### src/rtl/sample_unpacker.sv
`timescale 1ns/1ps
// Splits two-sample source words into single samples through a small FIFO,
// using a four-phase req/ack handshake on each side.
module sample_unpacker #(
  parameter int DWIDTH     = 16,
  parameter int DDWIDTH    = 2*DWIDTH,
  parameter int FIFO_DEPTH = 8,
  parameter int AWIDTH     = $clog2(FIFO_DEPTH)
) (
  input  logic                clk,
  input  logic                rst,
  output logic                req_in,
  input  logic                ack_in,
  input  logic [0:DDWIDTH-1]  data_in,
  input  logic                req_out,
  output logic                ack_out,
  output logic [0:DWIDTH-1]   data_out,
  output logic [AWIDTH:0]     fill
);

  typedef enum logic [1:0] {IN_IDLE, IN_REQ, IN_WAIT} in_state_t;
  typedef enum logic       {OUT_IDLE, OUT_ACK}        out_state_t;

  localparam logic [AWIDTH:0]   DEPTH   = (AWIDTH+1)'(FIFO_DEPTH);
  localparam logic [AWIDTH:0]   TWO     = (AWIDTH+1)'(2);
  localparam logic [AWIDTH:0]   ONE     = (AWIDTH+1)'(1);
  localparam logic [AWIDTH-1:0] PTR_ONE = AWIDTH'(1);

  logic [0:DWIDTH-1] mem_q [FIFO_DEPTH];
  logic [AWIDTH-1:0] wr_ptr_q;
  logic [AWIDTH-1:0] rd_ptr_q;
  logic [AWIDTH:0]   fill_q;
  logic [AWIDTH:0]   fill_d;
  in_state_t         in_state_q;
  out_state_t        out_state_q;
  logic              req_in_q;
  logic              ack_out_q;
  logic [0:DWIDTH-1] data_out_q;
  logic              push;
  logic              pop;
  logic              room_for_word;

  // A push only happens from IN_REQ and a pop only from a non-empty FIFO,
  // so the FIFO can neither overflow nor underflow.
  assign push          = !rst && (in_state_q == IN_REQ) && ack_in;
  assign pop           = !rst && (out_state_q == OUT_IDLE) && req_out && (fill_q != '0);
  assign room_for_word = (DEPTH - fill_q) >= TWO;

  always_comb begin
    fill_d = fill_q;
    if (push) fill_d = fill_d + TWO;
    if (pop)  fill_d = fill_d - ONE;
  end

  always_ff @(posedge clk) begin
    if (push) begin
      mem_q[wr_ptr_q]           <= data_in[0:DWIDTH-1];
      mem_q[wr_ptr_q + PTR_ONE] <= data_in[DWIDTH:DDWIDTH-1];
    end
  end

  always_ff @(posedge clk) begin
    if (rst) fill_q <= '0;
    else     fill_q <= fill_d;
  end

  always_ff @(posedge clk) begin
    if (rst) begin
      in_state_q <= IN_IDLE;
      req_in_q   <= 1'b0;
      wr_ptr_q   <= '0;
    end else begin
      case (in_state_q)
        IN_IDLE: begin
          if (!ack_in && room_for_word) begin
            in_state_q <= IN_REQ;
            req_in_q   <= 1'b1;
          end
        end
        IN_REQ: begin
          if (ack_in) begin
            wr_ptr_q   <= wr_ptr_q + AWIDTH'(2);
            req_in_q   <= 1'b0;
            in_state_q <= IN_WAIT;
          end
        end
        IN_WAIT: begin
          if (!ack_in) in_state_q <= IN_IDLE;
        end
        default: begin
          in_state_q <= IN_IDLE;
          req_in_q   <= 1'b0;
        end
      endcase
    end
  end

  // data_out is left untouched on release so it holds the last sample.
  always_ff @(posedge clk) begin
    if (rst) begin
      out_state_q <= OUT_IDLE;
      ack_out_q   <= 1'b0;
      data_out_q  <= '0;
      rd_ptr_q    <= '0;
    end else begin
      case (out_state_q)
        OUT_IDLE: begin
          if (pop) begin
            data_out_q  <= mem_q[rd_ptr_q];
            rd_ptr_q    <= rd_ptr_q + PTR_ONE;
            ack_out_q   <= 1'b1;
            out_state_q <= OUT_ACK;
          end
        end
        OUT_ACK: begin
          if (!req_out) begin
            ack_out_q   <= 1'b0;
            out_state_q <= OUT_IDLE;
          end
        end
        default: begin
          out_state_q <= OUT_IDLE;
          ack_out_q   <= 1'b0;
        end
      endcase
    end
  end

  assign req_in   = req_in_q;
  assign ack_out  = ack_out_q;
  assign data_out = data_out_q;
  assign fill     = fill_q;

endmodule

### config.mk
export PLATFORM = sky130hd
export DESIGN_NAME = sample_unpacker
export DESIGN_NICKNAME = d
export VERILOG_FILES = /design/src/rtl/sample_unpacker.sv
export SDC_FILE = /design/constraint.sdc
export NUM_CORES = 1
export LEC_CHECK = 0
export CAP_MARGIN = 20
export CORE_UTILIZATION = 60
export DETAILED_ROUTE_END_ITERATION = 8
export DONT_BUFFER_PORTS = 1
export PLACE_DENSITY_LB_ADDON = 0.1
export SLEW_MARGIN = 20
export SYNTH_ARGS = -nofsm -noshare
export SYNTH_HDL_FRONTEND = slang
export SYNTH_SLANG_ARGS = --single-unit
export TNS_END_PERCENT = 10
### constraint.sdc
create_clock -name clk -period 4.45 [get_ports clk]
set_clock_uncertainty 0.1 [all_clocks]
set_input_delay 0.89 -clock clk [delete_from_list [all_inputs] [get_ports clk]]
set_output_delay 0.89 -clock clk [all_outputs]
set_load 0.02 [all_outputs]
==> results of run 1 <==
==> logic make-up (layout without fill, tap and decap cells) <==
logic type	after synthesis	in the layout	share of synthesized area [%]
buffers and inverters	24	45	1.76
and+or+nand+nor	68	68	6.00
muxes	35	35	12.5
adders and majority gates	10	10	2.08
AOI/OAI and AO/OA	25	25	2.49
xor gates and xnor gates	10	10	1.45
DFF	158	158	73.8
==> critical path: stages (launching register included) <==
cell and delay [ps]:
dfxtp_1 580, inv_1 130, ha_1 220, or3b_1 310, nand3_1 670, o22ai_1 380
nor3_1 110
==> stage by stage <==
stage / utilization [%] / instance area [sq um] / setup WS (ps) / std cells
final: 68.7 / 6720 / 1830 / 484
after floorplan: - / 6030 / 1860 / 330
after global placement: 63.0 / 6160 / 1700 / 452
after global routing: 68.7 / 6720 / 1670 / 484
after CTS: 68.7 / 6720 / 1800 / 484
after detailed placement: 63.0 / 6160 / 1670 / 452
==> cell usage in the layout (no fill, tap or decap), types with 7 or more instances in the layout <==
| cell | n |
|---|---|
| dfxtp_1 | 29 |
| ha_1 | 10 |
| inv_1 | 7 |
| o22ai_1 | 16 |
| edfxtp_1 | 128 |
| clkbuf_16 | 16 |
| xnor2_1 | 10 |
| nor3_1 | 18 |
| mux4_2 | 32 |
| nor2_1 | 24 |
==> flip-flops by register name, summed over array words and instances, names as in the netlist <==
signal / count
in_state_q: 2
rd_ptr_q: 3
req_in: 1
ack_out: 1
data_out: 16
wr_ptr_q: 2
fill: 4
mem_q: 128
out_state_q: 1
==> layer usage <==
metal  track usage [%]  vias up  part of all wire, %  wire length, microns
met5                 0        -                    0                     0
met4              9.23        0                  1.7                   174
met3              7.73       16                  6.1                   633
met2              36.6       79                   51                  5300
met1              27.8     1480                   41                  4330
li1                  -     1314                    -                     -
==> how the worst max path moves through the flow <==
stage	to	cells past startpoint	startpoint	slack, ps
floorplan	mem_q[0][0]	3	rst	1860
global placement	mem_q[4][8]	3	rst	1700
CTS	data_out[7]	6	fill[1]	1800
detailed placement	mem_q[7][1]	3	rst	1670
global route	data_out[3]	6	fill[1]	1670
finish	data_out[7]	6	fill[1]	1830
==> area by class of cell <==
type	instances	area, sq um
Clock buffer	21	449
Clock inverter	11	109
Fill cell	635	3060
Inverter	7	26.3
Multi-Input combinational cell	148	1480
Sequential cell	158	4450
Tap cell	133	166
Timing Repair Buffer	6	45.0
==> power breakdown <==
part | internal [W] | leakage [nW] | switching [W]
Clock | 0.000778 | 0.267 | 0.000571
Sequential | 0.00165 | 1.40 | 0.0000870
Combinational | 0.000119 | 0.457 | 0.000119
Total | 0.00254 | 2.12 | 0.000777
==> results.tsv, run 1 <==
metric	value	unit
hold_path.class	input pin to flop	
wire_per_inst	21.6	microns
dieArea	10400	sq um
cts_sinks	158	
gr-total-overflow	0	
avgSynthCellArea	18.3	sq um
path_class	flop to flop	
rsz0062_at_grt	no	
drt_iter0_markers	153	
cts_tree	done	
wl	10400	microns
synth_common_cells	128 x edfxtp_1, 32 x mux4_2, 30 x dfxtp_1	
htreeDepth	4	
ys_seq_area_share	73.8	%
synth.distinct_cells	34	
synth_area	6030	sq um
setup_violations	0	
cp_max_fo	16	
arrival	2930	ps
dr.pass1.iters	4	
fin_crit	2620	ps
tightest_slew	994	ps
rows	36	
yosysMostFrequentCell	edfxtp_1	
track_usage	22.4	%
avgViaCountPerCell	5.97	
coreArea	9770	sq um
final_antenna_net_count	0	
power	0.00332	W
fmax	381	MHz
syn_inst	330	
synthFlopType	edfxtp_1	
status	finished clean	
synth_seq_cells	158	
synthTopCellsByArea	edfxtp_1 64%, mux4_2 12%, dfxtp_1 10%, ha_1 2.1%, o22ai_1 1.7%	
hpwl	6410	microns
initial_core_util	61.6	%
clk_latency	530	ps
timing.rr.start	fill[1]	
reg2reg_to	data_out[7]	
dieWidth	102	microns
min-delay-start	rst	
remaining_drc_errors	0	
cts-buffers-inserted	17	
r2r_cells	6	
boundaryPins	58	
antenna_found_initial	0	
start_kind	flop	
ff2ff_setup_slack	1830	ps
area.growth.synth_to_final	11.5	%
synthArstFlopShare	0	%
hold_depth	1	
fin_nets	384	
die_h	102	microns
relSlewSlack	33.7	%
power_density	494	nW/um^2
ctsResizeCount	0	
root_buffer	clkbuf_8	
setup_tns	0	ps
num_vias	2889	
worst_hold_slack	318	ps
synth_top_area_cell	edfxtp_1	
clk_path_buf_depth	2	
final-hold-violation-count	0	
hold_buffers	0	
synth_warnings	0	
min_to	rd_ptr_q[0]	
cts_setup_buffers	0	
fin_crit_sh	59.0	%
critPathCaptureType	flop	
synth_fp_nets	376	
synth_edf_count	128	
required	4760	ps
irDropWorstVdd	0.479	mV
finalMaxSlewViolations	0	
cap_violations	0	
place_congestion	0.704	
clk_pin_slew_worst_paths	60	ps
placement.io_buffers	0	
synth_top_area_share	63.8	%
grt_pass1_vias	2995	
diodes	0	
leakage	2.12	nW
grt_pass1_wl	16000	microns
grt_max_degree	33	
layout-drive-gt1-share	20.5	%
Note: power is estimated with default switching activity, not from simulation.
==> run 2: changes to the inputs <==
==> constraint.sdc (replaced) <==
create_clock -name clk -period 2.45 [get_ports clk]
set_clock_uncertainty 0.1 [all_clocks]
set_input_delay 0.49 -clock clk [delete_from_list [all_inputs] [get_ports clk]]
set_output_delay 0.49 -clock clk [all_outputs]
set_load 0.02 [all_outputs]
==> results.tsv, run 2 (same netlist as run 1, synthesis figures left out) <==
metric	value	unit
arrival	2390	ps
tightest_slew	806	ps
fin_crit	2110	ps
rows	36	
relSlewSlack	46.2	%
wl	10800	microns
status	finished clean	
final-hold-violation-count	0	
grt_pass1_vias	3175	
grt_max_degree	31	
die_h	102	microns
final_antenna_net_count	0	
cap_violations	0	
fmax	474	MHz
initial_core_util	61.6	%
place_congestion	0.715	
path_class	flop to flop	
remaining_drc_errors	0	
critPathBufInv	1	
finalMaxSlewViolations	0	
crit_slowest_cell	and2_1	
timing.rr.start	fill[0]	
cts_setup_buffers	0	
fin_crit_sh	86.1	%
htreeDepth	4	
ctsResizeCount	0	
path_depth	6	
r2r_cells	6	
clk_pin_slew_worst_paths	60	ps
dieWidth	102	microns
layout_commonest_cell	edfxtp_1	
diodes	0	
antenna_found_initial	0	
ff2ff_setup_slack	340	ps
drt_iter0_markers	129	
boundaryPins	58	
crit_path_max_incr_delay	700	ps
design_area	7140	sq um
top_register	mem_q	
wire_per_inst	20.5	microns
fin_nets	427	
clk_path_buf_depth	2	
layout-drive-gt1-share	20.1	%
crit_end	rd_ptr_q[0]	
required	2730	ps
avgViaCountPerCell	5.79	
clk_latency	510	ps
setup_violations	0	
critPathTopFamily	simple AND/OR/NAND/NOR gates	
dieArea	10400	sq um
place_area	6240	sq um
gr-total-overflow	0	
hold_buffers	34	
grt_pass1_wl	16800	microns
power_density	864	nW/um^2
cp-startpoint	fill[0]	
irDropWorstVdd	0.560	mV
num_vias	3053	
root_buffer	clkbuf_8	
hpwl	6740	microns
reg2reg_to	rd_ptr_q[0]	
crit_chain	inv_1 > ha_1 > or3b_1 > and2_1 > xnor2_1 > nor2_1	
dr.pass1.iters	4	
critPathCaptureType	flop	
start_kind	flop	
rsz0062_at_grt	no	
largest_reg_flops	128	
leakage	2.31	nW
placement.io_buffers	0	
coreArea	9770	sq um
final_cell_mix	128 x edfxtp_1, 33 x dlygate4sd3_1, 32 x mux4_2, 29 x dfxtp_1, 24 x nor2_1	
cts_tree	done	
cts-buffers-inserted	17	
setup_tns	0	ps
hold_path.class	input pin to flop	
cp_max_fo	19	
cts_sinks	158	
track_usage	22.9	%
area.growth.synth_to_final	18.5	%
==> run 2: cell type report <==
cell class | count | area, sq um
Inverter | 7 | 26.3
Clock inverter | 10 | 113
Tap cell | 133 | 166
Fill cell | 636 | 2640
Multi-Input combinational cell | 148 | 1480
Clock buffer | 22 | 453
Timing Repair Buffer | 49 | 460
Sequential cell | 158 | 4450
==> run 2: where the power goes <==
part | total (W) | internal [W] | switching, W
clock | 0.00248 | 0.00150 | 0.000983
combinational | 0.000568 | 0.000271 | 0.000297
sequential | 0.00312 | 0.00299 | 0.000128
total | 0.00617 | 0.00476 | 0.00141
==> run 2: worst min path at each step <==
stage / startpoint / end / depth (start not counted)
after floorplan: in_state_q[1] / in_state_q[0] / 1
after global placement: in_state_q[1] / in_state_q[0] / 1
after detailed placement: in_state_q[1] / in_state_q[0] / 1
after CTS: ack_in / in_state_q[1] / 1
after global routing: ack_in / in_state_q[1] / 1
final: ack_in / in_state_q[1] / 1
==> run 2: layer usage <==
layer  share of wire (%)  GRT usage [%]
met1                  41           29.1
met2                  51           37.6
met3                 5.6           5.68
met4                 2.3           10.7
met5                   0              0
==> run 2: worst reg2reg max path, cell delays in order (launching register included) <==
cell     delay (ps)
dfxtp_1         330
inv_1            70
ha_1            220
or3b_1          300
and2_1          700
xnor2_1         200
nor2_1           50
==> run 2: through the flow <==
step	worst slack (ps)	util [%]	power [W]	std cells	hold slack, ps
finish	340	73.0	0.00617	527	35.7
global route	146	73.0	0.00638	527	20.3
CTS	332	73.1	0.00620	527	20.5
detailed placement	408	63.8	0.00367	461	446
global placement	455	63.8	0.00366	461	429
floorplan	258	-	0.00356	330	396
==> run 3: changes to the inputs <==
--- a/config.mk
+++ b/config.mk
@@ -6,9 +6,10 @@
 export NUM_CORES = 1
 export LEC_CHECK = 0
 export CAP_MARGIN = 20
-export CORE_UTILIZATION = 60
+export CORE_UTILIZATION = 59
 export DETAILED_ROUTE_END_ITERATION = 8
 export DONT_BUFFER_PORTS = 1
+export GPL_TIMING_DRIVEN = 0
 export PLACE_DENSITY_LB_ADDON = 0.1
 export SLEW_MARGIN = 20
 export SYNTH_ARGS = -nofsm -noshare
==> results.tsv, run 3 (same netlist as run 1, synthesis figures left out) <==
metric	value	unit
grt_pass1_wl	16900	microns
power_density	876	nW/um^2
postLayoutCoreUtil	73.7	%
tightest_slew	793	ps
final_cell_mix	128 x edfxtp_1, 34 x dlygate4sd3_1, 32 x mux4_2, 28 x dfxtp_1, 24 x nor2_1	
irDropWorstVdd	0.688	mV
wl	11400	microns
die_h	103	microns
hpwl	7120	microns
diodes	0	
leakage	2.34	nW
antenna_found_initial	0	
arrival	2580	ps
clk_latency	530	ps
required	2780	ps
clk_path_buf_depth	2	
crit_chain	inv_1 > ha_1 > or3b_4 > and2_1 > buf_2 > buf_2 > nor2_1 > nor3_1	
crit_slowest_cell	dfxtp_2	
top_register	mem_q	
critPathCaptureType	flop	
gr-total-overflow	0	
initial_core_util	61.4	%
dp.cells	467	
coreArea	9820	sq um
drt_iter0_markers	184	
fill_cells	643	
cts_tree	done	
htreeDepth	4	
area.growth.synth_to_final	20.1	%
cts_setup_buffers	0	
crit_path_max_incr_delay	440	ps
status	finished clean	
boundaryPins	58	
wire_per_inst	21.5	microns
pre_cts_slack	-225	ps
largest_reg_flops	128	
grt_pass1_vias	3147	
place_congestion	0.690	
layout-drive-gt1-share	20.6	%
cp_common_cell	buf_2	
track_usage	23.6	%
remaining_drc_errors	0	
critPathBufInv	3	
fin_cells	532	
dieArea	10600	sq um
cp_max_fo	10	
critPathTopFamily	simple AND/OR/NAND/NOR gates	
avgViaCountPerCell	5.87	
finalMaxSlewViolations	0	
setup_violations	0	
placement.io_buffers	0	
root_buffer	clkbuf_8	
clk_pin_slew_worst_paths	60	ps
fin_crit_sh	92.0	%
fmax	444	MHz
fin_crit	2250	ps
grt_max_degree	27	
start_kind	flop	
relSlewSlack	47.1	%
fin_nets	432	
num_vias	3123	
rows	36	
dieWidth	103	microns
cap_violations	0	
path_class	flop to flop	
cts_sinks	158	
finalWorstSetupSlack	196	ps
hold_path.class	input pin to flop	
cts-buffers-inserted	17	
dr.pass1.iters	4	
final-hold-violation-count	0	
layout_commonest_cell	edfxtp_1	
rsz0062_at_grt	no	
final_antenna_net_count	0	
-- run 3: cell types whose count changed in the layout (fill, tap and decap cells not counted), moves of 2 or more --
cell / change
buf_16: +2
clkbuf_8: -2
and2_1: -4
buf_4: -12
clkbuf_1: +8
buf_2: +5
and2_2: +4
clkinv_4: +3
inv_6: -2
bufinv_16: +2
-- run 3: per-stage QoR --
stage / instance area, sq um / power, W / hold slack [ps] / setup TNS [ps]
finish: 7240 / 0.00634 / 57.7 / 0
global route: 7240 / 0.00656 / 40.3 / 0
CTS: 7230 / 0.00638 / 33.4 / 0
detailed placement: 6290 / 0.00369 / 456 / -2330
global placement: 6190 / 0.00367 / 429 / -26530
floorplan: 6030 / 0.00356 / 396 / 0
-- run 3: worst paths after layout --
check,from,end,slack (ps),cells past startpoint
min reg2reg,out_state_q,out_state_q,460,2
max reg2reg,fill[0],data_out[6],200,8
max,fill[0],data_out[6],200,8
min,ack_in,req_in,60,3
-- run 3: worst reg2reg max path: stages (launching register included) --
cell	delay, ps
dfxtp_2	440
inv_1	130
ha_1	230
or3b_4	300
and2_1	140
buf_2	230
buf_2	320
nor2_1	70
nor3_1	190
-- run 3: area by class of cell --
cell class                 count  area (sq um)  share of cell area (%)
clock inverter                10           165                    2.28
multi-input combinational    148          1490                    20.5
tap                          133           166                    2.30
buffer                        16          78.8                    1.09
timing repair buffer          38           435                    6.01
sequential                   158          4450                    61.4
inverter                       7          26.3                   0.363
clock buffer                  22           433                    5.98
-- run 3: repair_timing --
item,CTS,global route
hold buffers,34,0
gates resized for setup,3,2
pin swaps,0,0
endpoints found under the setup margin,15,4
hold endpoints to repair,131,0
-- run 3: report_power, final --
part / total [W] / internal (W) / switching (W)
Sequential: 0.00312 / 0.00299 / 0.000134
Combinational: 0.000569 / 0.000275 / 0.000294
Clock: 0.00265 / 0.00166 / 0.000989
-- run 3: per-layer routing --
layer / part of all wire (%) / global-route usage (%)
met5: 0 / 0
met4: 0.45 / 10.7
met3: 7.5 / 6.31
met2: 50 / 37.9
met1: 42 / 30.5
